$ cat config.mk
export PLATFORM = sky130hd
export DESIGN_NAME = div_unit_8bit
export DESIGN_NICKNAME = d
export VERILOG_FILES = /design/src/rtl/div_unit_8bit.sv
export SDC_FILE = /design/constraint.sdc
export NUM_CORES = 1
export LEC_CHECK = 0
export CAP_MARGIN = 5
export CORE_MARGIN = 8
export CORE_UTILIZATION = 47
export DETAILED_ROUTE_END_ITERATION = 8
export GPL_TIMING_DRIVEN = 0
export HOLD_SLACK_MARGIN = 0.08
export PLACE_DENSITY = 0.74
export SLEW_MARGIN = 5
export SYNTH_ARGS = -nofsm -noshare
export SYNTH_HDL_FRONTEND = slang
export SYNTH_SLANG_ARGS = --single-unit
$ cat constraint.sdc
create_clock -name clk -period 1.9 [get_ports clk]
set_input_delay 0.285 -clock clk [delete_from_list [all_inputs] [get_ports clk]]
set_output_delay 0.285 -clock clk [all_outputs]
set_load 0.005 [all_outputs]
$ cat src/rtl/div_unit_8bit.sv
// div_unit_8bit: sequential unsigned restoring divider.
// Produces one quotient bit per clock behind a start/busy/done handshake.
// A zero divisor skips the iteration and reports div_by_zero together with done.
// In that case the quotient is all-ones and the remainder is the dividend.
module div_unit_8bit #(
    parameter int WIDTH = 8
) (
    input  logic             clk,
    input  logic             rst,
    input  logic             start,
    input  logic [WIDTH-1:0] dividend,
    input  logic [WIDTH-1:0] divisor,
    output logic             busy,
    output logic             done,
    output logic [WIDTH-1:0] quotient,
    output logic [WIDTH-1:0] remainder,
    output logic             div_by_zero
);

    localparam int CW = $clog2(WIDTH + 1);

    typedef enum logic [1:0] {
        IDLE,
        CALC,
        DONE
    } state_t;

    state_t state, state_next;

    // The dividend register shifts left every iteration, and the new quotient bit
    // enters at its LSB. After WIDTH iterations it holds the quotient.
    logic [WIDTH:0]   part_q;
    logic [WIDTH-1:0] dvd_q;
    logic [WIDTH-1:0] dvsr_q;
    logic [CW-1:0]    cnt_q;
    logic             dbz_q;

    logic             accept;
    logic [WIDTH:0]   shifted;
    logic [WIDTH+1:0] trial;
    logic             borrow;

    // Trial subtraction for the current iteration.
    always_comb begin
        shifted = {part_q[WIDTH-1:0], dvd_q[WIDTH-1]};
        trial   = {1'b0, shifted} - {2'b00, dvsr_q};
        borrow  = trial[WIDTH+1];
    end

    assign accept = (state == IDLE) && start;

    // State register.
    always_ff @(posedge clk or posedge rst) begin
        if (rst) begin
            state <= IDLE;
        end else begin
            // NOTE: non-blocking assignments keep every flop sampling pre-edge values.
            state <= state_next;
        end
    end

    // Next-state logic and handshake outputs.
    always_comb begin
        // NOTE: defaults come first so that no path leaves a variable unassigned,
        // which would otherwise infer a latch.
        state_next = state;
        busy       = 1'b0;
        done       = 1'b0;
        unique case (state)
            IDLE: begin
                if (start) begin
                    state_next = (divisor == '0) ? DONE : CALC;
                end
            end
            CALC: begin
                busy = 1'b1;
                if (cnt_q == CW'(1)) begin
                    state_next = DONE;
                end
            end
            DONE: begin
                done       = 1'b1;
                state_next = IDLE;
            end
            default: state_next = IDLE;
        endcase
    end

    // Operand capture, iteration datapath and result flags.
    always_ff @(posedge clk or posedge rst) begin
        if (rst) begin
            part_q <= '0;
            dvd_q  <= '0;
            dvsr_q <= '0;
            cnt_q  <= '0;
            dbz_q  <= 1'b0;
        end else if (accept) begin
            dvsr_q <= divisor;
            if (divisor == '0) begin
                dvd_q  <= '1;
                part_q <= {1'b0, dividend};
                cnt_q  <= '0;
                dbz_q  <= 1'b1;
            end else begin
                dvd_q  <= dividend;
                part_q <= '0;
                cnt_q  <= CW'(WIDTH);
                dbz_q  <= 1'b0;
            end
        end else if (state == CALC) begin
            dvd_q  <= {dvd_q[WIDTH-2:0], ~borrow};
            part_q <= borrow ? shifted : trial[WIDTH:0];
            cnt_q  <= cnt_q - CW'(1);
        end
    end

    // The final partial remainder is always below the divisor, so it fits in WIDTH bits.
    assign quotient    = dvd_q;
    assign remainder   = part_q[WIDTH-1:0];
    assign div_by_zero = dbz_q;

endmodule

# [Word level (Yosys, flattened, before mapping)]
# Index checks and enable logic that the tools add are counted.
[word_totals] regBits=31 in_bits=19 output_inout_bits=19 wordCells=36
[op_classes] n_addsub=2 eq_ne=5 n_mux=17 n_bitwise=1 reduce_logical=5
[op_table] cell="two-way mux 8 bit" count=7
[op_table] cell="two-way mux 4 bit" count=3
[op_table] cell="subtractor 9 x 8 -> 10 bit" count=1
[op_table] cell="zero test 8 bit" count=1
[op_table] cell="two-way mux 2 bit" count=3
[op_table] cell="equality test 4 x 1 -> 1 bit, second input constant" count=1
[op_table] cell="inequality test 2 bit, second input constant" count=2
[op_table] cell="case mux 2 bit (2 select lines)" count=1
[op_table] cell="subtractor 4 x 1 -> 4 bit, second input constant" count=1
[op_table] cell="two-way mux 1 bit" count=3
[op_table] cell="equality test 2 x 1 -> 1 bit, second input constant" count=1
[op_table] cell="equality test 2 bit, second input constant" count=1
[op_table] cell="zero test 2 bit" count=1
[op_table] cell="AND reduction 2 bit" count=1
[op_table] cell="nonzero test 2 bit" count=1
[op_table] cell="logical AND 1 bit" count=1
[op_table] cell="NOT 1 bit" count=1

# [Depth between registers and ports, before layout]
# Gate-level depths: netlist (run 1).
[logic_depth] ltp_word=4 depth_mapped=9 depth_no_buf=9

# [Worst setup path before layout (run 1)]
# No wires, ideal clock.
[synth_timing] path_type="reg-to-reg" start="reg part_q[5]" end="reg part_q[0]" setup_time_ns=0.069 arrival_time_ns=1.944 t_required_ns=1.831 setup_slack_ns=-0.114 path_stages_with_launch=7 n_path_buf=1 period_less_slack_ns=2.014 path_cell_list="dfrtp_1 ha_1 a21o_1 a211o_1 buf_6 or4_1 nand3_1"
[synth_between] elab_chain_len=4
[synth_rtl] item="start: declaration" line="32" rtl="logic [WIDTH:0] part_q;"
[synth_rtl] item="start signal: assignment" line="101" rtl="part_q <= {1'b0, dividend};"
[synth_rtl] item="start signal: assignment" line="112" rtl="part_q <= borrow ? shifted : trial[WIDTH:0];"
[synth_rtl] item="subtractor 9 x 8 -> 10 bit" line="46" rtl="trial = {1'b0, shifted} - {2'b00, dvsr_q};"
[synth_rtl] item="two-way mux 8 bit" line="112"
[synth_rtl] item="two-way mux 8 bit" line="110" rtl="end else if (state == CALC) begin"
[synth_rtl] item="two-way mux 8 bit" line="97" rtl="end else if (accept) begin"
# Every way passes these cells. The select of a mux whose other input is x is not followed.
# A chain may end at the register's enable or synchronous reset.

# [Worst setup path in the final report (run 1)]
[layout_timing] start="reg dvd_q[7] (netlist: quotient[7])" end="reg part_q[6]"
[layout_between] elab_chain_len=4
[layout_rtl] item="start: declaration" line="33" rtl="logic [WIDTH-1:0] dvd_q;"
[layout_rtl] item="start signal: assignment" line="105" rtl="dvd_q <= dividend;"
[layout_rtl] item="start signal: assignment" line="111" rtl="dvd_q <= {dvd_q[WIDTH-2:0], ~borrow};"
[layout_rtl] item="subtractor 9 x 8 -> 10 bit" line="46"
[layout_rtl] item="two-way mux 8 bit" line="112"
[layout_rtl] item="two-way mux 8 bit" line="110"
[layout_rtl] item="two-way mux 8 bit" line="97"
# Every way passes these cells. The select of a mux whose other input is x is not followed.

==> flow_summary.yaml, run 1 <==
yosys:
  syn-mean-instance-area_sq_um: 8.70
  ys.warnings.count: 0
  post_synth_inst_count: 222
  synth_cell_type_count: 47
  synthesis.area_sq_um: 1930
  synthDominantCellAreaShare_pct: 40.2
  synthDominantAreaCellType: "dfrtp_1"
  ys_top_cells_by_area: "dfrtp_1 (40%), ha_1 (6.5%), o21ai_0 (5.7%)"
  synth_seq_area_share_pct: 40.2
  number_of_synthesized_flops_with_an_enable_pin: 0
  syn-num-nets: 252
  synth-seq-cells: 31
  synth-async-reset-ratio_pct: 100
  synth_top_flop_cell: "dfrtp_1"
critical_path:
  critical_path_class: "reg2reg"
  timing.critical_path.required_ns: 2.12
  cp.arrival_ns: 2.23
  crit_path_frequent_cell: "inv_2"
  start_kind: "register"
  timing.critical_path.cells: "inv_2, ha_4, inv_2, fa_2, a211o_1, a2111oi_2, nand3b_1, o211ai_1, nand3_1"
  cp_slowest_cell: "dfrtp_1"
  critical_path_peak_fanout: 2
  critical_path.max_stage_delay_ns: 0.38
  critical_path.endpoint_type: "register"
layout:
  final.fill_count: 325
  antennaDiodeCount: 0
  postLayoutCoreUtil_pct: 70.9
  area.sequential_sq_um: 782
  final_layout_size_suffix_gt1_share_pct: 26.0
  fin_area_sq_um: 2810
  design.final.nets: 319
  syn_to_final_growth_pct: 45.7
  layoutNonFillerInstCount: 338
  multiInputGateArea_sq_um: 1210
global_route:
  grt_pass1_wl_um: 9300
  overflow: 0
  largest_net_degree_at_the_start_of_global_routing: 32
  grt_util_all_layers_pct: 18.4
  first_global_vias: 1909
  antenna_violations_before_repair: 0
placement:
  place.detailed.instances: 309
  placed_area_sq_um: 2410
  finalWeightedCongestion: 0.870
  hpwlAfterDp_um: 3870
  numPortBuffers: 37
floorplan:
  rows: 23
  num_io_pins: 38
  die_w_um: 80.1
  start_util_pct: 48.6
  die_h_um: 80.1
  fp.dieArea_sq_um: 6420
  core-area_sq_um: 3970
detailed_routing:
  post_drt_wl_per_cell_um: 17.8
  detailedRoute.firstIterationViolations: 148
  antenna_left: 0
  drc_errors: 0
  drt-pass1-iter-count: 4
  vias: 1944
  vias_per_cell: 5.75
  total_wirelength_of_the_detailed_routed_design_um: 6030
pwr:
  power_share_of_the_sequential_group_pct: 21.5
  internal_power_mw: 3.43
  power_leakage_nw: 1.17
  vdd_ir_drop_max_v: 0.000948
  power_switching_mw: 2.58
  power_density_nw_per_um2: 2140
  clock_network_power_share_pct: 8.0
  share_comb_of_total_power_pct: 70.5
  power_switching_share_pct: 43.0
clocking:
  cts_num_sinks: 31
  clkLatencyLatePin_ns: 0.29
  htree_num_levels: 2
  clock_tree.root_cell: "clkbuf_8"
  clkSlewWorstSetupHoldPaths_ns: 0.07
  cts_buffers: 5
  max-clock-path-buffers: 2
  cts_tree: "done"
sta:
  layout_worst_path_cycle_share_pct: 106
  timing.slew.headroom_pct: 54.8
  rsz0062_at_grt: "yes"
  timing.final.crit_period_ns: 2.01
  report.final.slew_viol_count: 0
  tightest_slew_ns: 0.677
  timing_hold_violations_final: 0
  finalClockSkew_ns: 0.00659
  setup_viol: 2
  final_worst_setup_slack_ns: -0.108
  clock.fmax_mhz: 498
worst_hold_path:
  timing.hold.worst.class: "in2async"
run_status:
  violated_checks: "setup timing"
  status: "complete, but fails checks"
flow_run:
  maxcap_violations: 0
[cells by family (layout without fill, tap and decap cells)]
family	after synthesis	count (layout)	share of synthesized area (%)
compound gates	70	70	24.0
flops	31	31	40.2
xor+xnor	5	5	2.27
fa+ha+maj	11	11	7.51
mux	1	1	0.518
simple gates	75	75	19.2
buf+inv	29	95	6.41
[worst max-delay path: cells and delay by family (launching register included)]
family | cells | cell delay (ns)
fa+ha+maj | 2 | 0.46
simple gates | 2 | 0.28
buf+inv | 2 | 0.11
flops | 1 | 0.38
compound gates | 3 | 0.71
[layer usage]
layer / global-route usage, % / vias up / part of all wire [%]
met5: 0 / - / 0
met4: 6.18 / 0 / 2.3
met3: 4.46 / 13 / 4.8
met2: 28.0 / 73 / 48
met1: 24.7 / 922 / 45
li1: - / 936 / -
[flip-flops by register name (all words and copies together) (netlist names)]
| register | cells |
|---|---|
| quotient | 8 |
| state | 2 |
| cnt_q | 4 |
| div_by_zero | 1 |
| part_q | 8 |
| dvsr_q | 8 |
[synthesized netlist by cell type, drive strengths merged, types with 3 or more instances]
cell,instances
dfrtp,31
nand2,25
o21ai,23
inv,17
nor2,17
ha,10
a22oi,8
o22ai,8
buf,7
nand3,7
a21oi,5
clkbuf,5
nand4,5
o211ai,5
nor3b,4
xor2,4
nor3,3
o31ai,3
[power groups by stage]
stage / combinational (mW) / clock, mW / sequential [mW]
2_1_floorplan: 2.18 / 0 / 1.24
3_3_place_gp: 3.06 / 0 / 1.29
3_5_place_dp: 3.10 / 0 / 1.30
4_1_cts: 3.63 / 0.495 / 1.27
5_1_grt: 4.59 / 0.525 / 1.33
6_report: 4.24 / 0.482 / 1.29
[cell type report]
| class | instances | share of cell area, % |
|---|---|---|
| tap | 50 | 2.22 |
| inverter | 17 | 2.27 |
| clock buffer | 6 | 2.58 |
| multi-input combinational | 162 | 43.1 |
| sequential | 31 | 27.8 |
| buffer | 11 | 2.45 |
| timing repair buffer | 61 | 19.6 |
[what timing repair did]
action,in CTS,in global routing
gates cloned,0,0
hold buffers,0,0
endpoints found under the setup margin,9,11
buffers inserted,15,9
gates resized for setup,15,21
pin swaps,6,11
[worst paths after layout]
path | to | cells after the start | slack, ns | startpoint
setup / recovery | part_q[6]$_DFFE_PP0P_ | 9 | -0.11 | quotient[7]$_DFFE_PP0P_
setup reg to reg | part_q[6]$_DFFE_PP0P_ | 9 | -0.11 | quotient[7]$_DFFE_PP0P_
max in group asynchronous | part_q[1]$_DFFE_PP0P_ | 2 | 1.00 | rst
min in group clk | div_by_zero$_DFFE_PP0P_ | 1 | 0.48 | div_by_zero$_DFFE_PP0P_
hold reg to reg | div_by_zero$_DFFE_PP0P_ | 1 | 0.48 | div_by_zero$_DFFE_PP0P_
hold / removal | div_by_zero$_DFFE_PP0P_ | 2 | 0.42 | rst
[per-stage QoR]
| step | hold slack, ns | TNS (ns) | total power [mW] | setup slack, ns |
|---|---|---|---|---|
| floorplan | 0.389 | -0.0535 | 3.42 | -0.0371 |
| global placement | 0.461 | -4.78 | 4.35 | -0.362 |
| detailed placement | 0.481 | -4.72 | 4.39 | -0.354 |
| CTS | 0.494 | -0.176 | 5.39 | -0.0912 |
| global route | 0.499 | -0.522 | 6.45 | -0.186 |
| finish | 0.425 | -0.109 | 6.01 | -0.108 |
[cells in the final DEF, fill, tap and decap left out, types with 4 or more instances in the layout]
cell	instances
buf_4	25
nor3b_1	4
inv_1	10
nand2_1	24
dfrtp_2	5
a22oi_1	8
nor2_1	16
o21ai_0	21
clkbuf_1	5
inv_2	7
o211ai_1	5
dfrtp_1	26
clkbuf_8	5
xor2_1	4
buf_2	4
ha_4	8
a21oi_1	4
o22ai_1	8
nand3_1	7
nand4_1	5
clkdlybuf4s50_1	37
Note: power is estimated with default switching activity, not from simulation.
==> inputs of run 2 (changes only) <==
- CORE_UTILIZATION: 47 -> 52
- PLACE_DENSITY: 0.74 -> 0.77
- clock period: 1.9 -> 2.2 ns (I/O delays scaled with it)
==> flow_summary.yaml, run 2 (synthesized netlist as in run 1, its figures left out) <==
clocking:
  clock_tree.root_cell: "clkbuf_8"
  cts_tree: "done"
  clkSlewWorstSetupHoldPaths_ns: 0.07
  clkLatencyLatePin_ns: 0.29
  cts_buffers: 5
  max-clock-path-buffers: 2
  htree_num_levels: 2
  cts_num_sinks: 31
  ctsHoldBuffers: 0
detailed_routing:
  antenna_left: 0
  post_drt_wl_per_cell_um: 16.6
  drt-pass1-iter-count: 4
  vias_per_cell: 5.83
  drc_errors: 0
  vias: 1843
  detailedRoute.firstIterationViolations: 89
  total_wirelength_of_the_detailed_routed_design_um: 5240
pwr:
  vdd_ir_drop_max_v: 0.000850
  post-layout-total-power_mw: 4.50
  power_density_nw_per_um2: 1770
  power_leakage_nw: 1.08
sta:
  timing.final.crit_period_ns: 2.10
  timing.slew.headroom_pct: 25.3
  finalClockSkew_ns: 0.00906
  clock.fmax_mhz: 476
  setup_viol: 0
  report.final.slew_viol_count: 0
  final_worst_setup_slack_ns: 0.0982
  hold-worst-slack_ns: 0.479
  tightest_slew_ns: 1.11
  timing_hold_violations_final: 0
  layout_worst_path_cycle_share_pct: 95.5
floorplan:
  start_util_pct: 53.6
  num_io_pins: 38
  fp.dieArea_sq_um: 5920
  rows: 22
  die_w_um: 77.0
  core-area_sq_um: 3610
  die_h_um: 77.0
global_route:
  grt_pass1_wl_um: 8470
  antenna_violations_before_repair: 0
  largest_net_degree_at_the_start_of_global_routing: 32
  grt_util_all_layers_pct: 17.5
  overflow: 0
  first_global_vias: 1838
placement:
  finalWeightedCongestion: 0.871
  hpwlAfterDp_um: 3700
  post-place-ws_ns: 0.00905
  numPortBuffers: 37
  placed_area_sq_um: 2360
critical_path:
  cp_top_family: "simple AND/OR/NAND/NOR gates"
  critical_path_peak_fanout: 10
  cp_slowest_cell: "dfrtp_1"
  cp.arrival_ns: 2.33
  critical_path.max_stage_delay_ns: 0.48
  timing.critical_path.required_ns: 2.43
  critical_path.endpoint_type: "register"
  start_kind: "register"
  timing.critical_path.cells: "ha_1, nand2b_1, a21oi_1, o31a_1, buf_2, or4_1, nand3_1"
  critical_path_class: "reg2reg"
  crit_buf_inv: 1
layout:
  syn_to_final_growth_pct: 31.9
  most-common-layout-cells: "clkdlybuf4s50_1 (37), dfrtp_1 (31), nand2_1 (25)"
  fin_area_sq_um: 2550
  final.fill_count: 311
  commonest_non_fill_non_tap_cell_in_the_layout: "clkdlybuf4s50_1"
  design.final.nets: 297
  final_layout_size_suffix_gt1_share_pct: 11.6
  antennaDiodeCount: 0
flow_run:
  maxcap_violations: 0
run_status:
  status: "finished clean"
worst_hold_path:
  timing.hold.worst.class: "reg2reg"
==> run 2: worst paths after layout <==
check,start,to,slack (ns),depth (start not counted)
max in group asynchronous,rst,quotient[5]$_DFFE_PP0P_,1.19,2
worst min register to register,div_by_zero$_DFFE_PP0P_,div_by_zero$_DFFE_PP0P_,0.48,1
worst max-delay path,part_q[0]$_DFFE_PP0P_,part_q[0]$_DFFE_PP0P_,0.1,7
worst max register to register,part_q[0]$_DFFE_PP0P_,part_q[0]$_DFFE_PP0P_,0.1,7
min in group asynchronous,rst,dvsr_q[4]$_DFFE_PP0P_,0.50,2
worst min-delay path,div_by_zero$_DFFE_PP0P_,div_by_zero$_DFFE_PP0P_,0.48,1
==> run 2: what timing repair did <==
action | in CTS | in global routing
cloned | 0 | 0
setup endpoints to repair | 1 | 7
endpoints found under the hold margin | 0 | 0
pin swaps | 2 | 3
buffers inserted | 1 | 1
resized for setup | 3 | 7
==> run 2: cell type report <==
cell class / instances / area (sq um) / area share [%]
Tap cell: 48 / 60.1 / 2.36
Timing Repair Buffer: 39 / 385 / 15.1
Inverter: 17 / 63.8 / 2.50
Clock buffer: 6 / 82.6 / 3.24
Clock inverter: 2 / 35.0 / 1.38
Multi-Input combinational cell: 162 / 1090 / 42.7
Sequential cell: 31 / 776 / 30.5
Buffer: 11 / 56.3 / 2.21
==> run 2: per-layer routing <==
layer  up-vias  share of wire [%]  track usage (%)
met5         -                  0                0
met4         0                2.3             7.31
met3        11                6.0             4.55
met2        61                 47             28.2
met1       877                 45             21.4
li1        894                  -                -
==> run 2: through the flow <==
| stage | instances | util, % | setup TNS, ns |
|---|---|---|---|
| after floorplan | 222 | - | 0 |
| final | 316 | 70.6 | 0 |
| after global placement | 307 | 65.5 | -0.0112 |
| after detailed placement | 307 | 65.5 | 0 |
| after CTS | 316 | 69.1 | 0 |
| after global routing | 316 | 70.6 | -0.00124 |
==> run 2: report_power, final <==
| part | total, mW | internal [mW] | switching, mW |
|---|---|---|---|
| registers | 1.11 | 0.859 | 0.251 |
| logic | 2.80 | 1.34 | 1.46 |
| clock network | 0.593 | 0.366 | 0.227 |
==> inputs of run 3 (changes only) <==
- CORE_UTILIZATION: 52 -> 47
- PLACE_DENSITY: 0.77 -> 0.74
- clock period: 2.2 -> 1.85 ns (I/O delays scaled with it)
==> flow_summary.yaml, run 3 (synthesized netlist as in run 1, its figures left out) <==
run_status:
  status: "complete, but fails checks"
  violated_checks: "setup timing"
floorplan:
  fp.dieArea_sq_um: 6420
  num_io_pins: 38
  core-area_sq_um: 3970
  rows: 23
  die_w_um: 80.1
  die_h_um: 80.1
  start_util_pct: 48.6
worst_hold_path:
  timing.hold.worst.class: "in2async"
detailed_routing:
  total_wirelength_of_the_detailed_routed_design_um: 6000
  vias_per_cell: 5.78
  drt-pass1-iter-count: 4
  antenna_left: 0
  post_drt_wl_per_cell_um: 17.7
  vias: 1952
  drc_errors: 0
  detailedRoute.firstIterationViolations: 202
clocking:
  clkSlewWorstSetupHoldPaths_ns: 0.07
  ctsHoldBuffers: 0
  cts_tree: "done"
  max-clock-path-buffers: 2
  clkLatencyLatePin_ns: 0.29
  cts_num_sinks: 31
  htree_num_levels: 2
  clock_tree.root_cell: "clkbuf_8"
  cts_buffers: 5
pwr:
  power_switching_mw: 2.66
  power_leakage_nw: 1.17
  share_comb_of_total_power_pct: 70.7
  power_density_nw_per_um2: 2190
  power_share_of_the_sequential_group_pct: 21.2
  post-layout-total-power_mw: 6.19
  power_switching_share_pct: 43.0
  vdd_ir_drop_max_v: 0.000974
  clock_network_power_share_pct: 8.0
  internal_power_mw: 3.53
global_route:
  first_global_vias: 1915
  overflow: 0
  grt_pass1_wl_um: 9340
  grt_util_all_layers_pct: 18.4
  largest_net_degree_at_the_start_of_global_routing: 32
  antenna_violations_before_repair: 0
sta:
  final_worst_setup_slack_ns: -0.157
  finalClockSkew_ns: 0.00670
  clock.fmax_mhz: 498
  timing.slew.headroom_pct: 55.4
  layout_worst_path_cycle_share_pct: 108
  timing_hold_violations_final: 0
  report.final.slew_viol_count: 0
  setup_viol: 4
  timing.final.crit_period_ns: 2.01
  tightest_slew_ns: 0.668
  rsz0062_at_grt: "yes"
  hold-worst-slack_ns: 0.412
layout:
  final_layout_size_suffix_gt1_share_pct: 26.7
  syn_to_final_growth_pct: 46.0
  antennaDiodeCount: 0
  commonest_non_fill_non_tap_cell_in_the_layout: "clkdlybuf4s50_1"
  final.fill_count: 329
  most-common-layout-cells: "clkdlybuf4s50_1 (37), buf_4 (25), dfrtp_1 (25)"
  design.final.nets: 319
critical_path:
  cp_top_family: "compound AO/OA/AOI/OAI gates"
  critical_path_peak_fanout: 2
  start_kind: "register"
  timing.critical_path.required_ns: 2.07
  r2r_slack_ns: -0.16
  cp.arrival_ns: 2.23
  crit_path_frequent_cell: "inv_2"
  critical_path.endpoint_type: "register"
  cp_slowest_cell: "dfrtp_1"
  critical_path.max_stage_delay_ns: 0.38
  critical_path_class: "reg2reg"
  timing.critical_path.cells: "inv_2, ha_4, inv_2, fa_2, a211o_1, a2111oi_2, nand3b_1, o211ai_1, nand3_1"
  crit_buf_inv: 2
placement:
  hpwlAfterDp_um: 3870
  numPortBuffers: 37
  finalWeightedCongestion: 0.870
flow_run:
  maxcap_violations: 0
==> run 3: layer usage <==
metal / up-vias / track usage [%] / wire length [um]
met4: 0 / 6.18 / 142
met2: 67 / 28.1 / 2870
met3: 13 / 4.46 / 288
li1: 931 / - / -
met1: 941 / 24.8 / 2700
met5: - / 0 / 0
==> run 3: final timing paths <==
kind	cells after the start	to	from
max reg2reg	9	part_q[6]$_DFFE_PP0P_	quotient[7]$_DFFE_PP0P_
max	9	part_q[6]$_DFFE_PP0P_	quotient[7]$_DFFE_PP0P_
max in group asynchronous	2	state[1]$_DFFE_PP0P_	rst
min in group clk	1	div_by_zero$_DFFE_PP0P_	div_by_zero$_DFFE_PP0P_
min	2	dvsr_q[0]$_DFFE_PP0P_	rst
min reg2reg	1	div_by_zero$_DFFE_PP0P_	div_by_zero$_DFFE_PP0P_
==> run 3: cell type report <==
type,count,area [sq um],share of cell area (%)
buffer,11,71.3,2.53
clock buffer,6,72.6,2.57
inverter,17,63.8,2.26
multi-input combinational,162,1220,43.1
sequential,31,783,27.8
tap,50,62.6,2.22
timing repair buffer,61,551,19.5
==> run 3: per-stage QoR <==
stage / cell area [sq um] / util (%) / setup TNS (ns) / cells / setup slack, ns
2_1_floorplan: 1980 / - / -0.154 / 222 / -0.0871
3_3_place_gp: 2410 / 60.8 / -5.63 / 309 / -0.405
3_5_place_dp: 2410 / 60.8 / -5.58 / 309 / -0.397
4_1_cts: 2670 / 67.3 / -0.376 / 329 / -0.141
5_1_grt: 2820 / 71.0 / -0.880 / 338 / -0.236
6_report: 2820 / 71.0 / -0.276 / 338 / -0.157
==> run 3: timing repair <==
action,4_1_cts,5_1_grt
pin swaps,7,10
resized for setup,19,20
buffers inserted,15,9
endpoints found under the hold margin,0,0
setup endpoints to repair,15,13
==> run 3: power by group through the flow <==
| stage | combinational, mW | sequential [mW] | clock, mW |
|---|---|---|---|
| after global placement | 3.14 | 1.33 | 0 |
| after global routing | 4.73 | 1.36 | 0.539 |
| final | 4.38 | 1.31 | 0.497 |
| after floorplan | 2.24 | 1.27 | 0 |
| after CTS | 3.78 | 1.30 | 0.509 |
| after detailed placement | 3.18 | 1.33 | 0 |
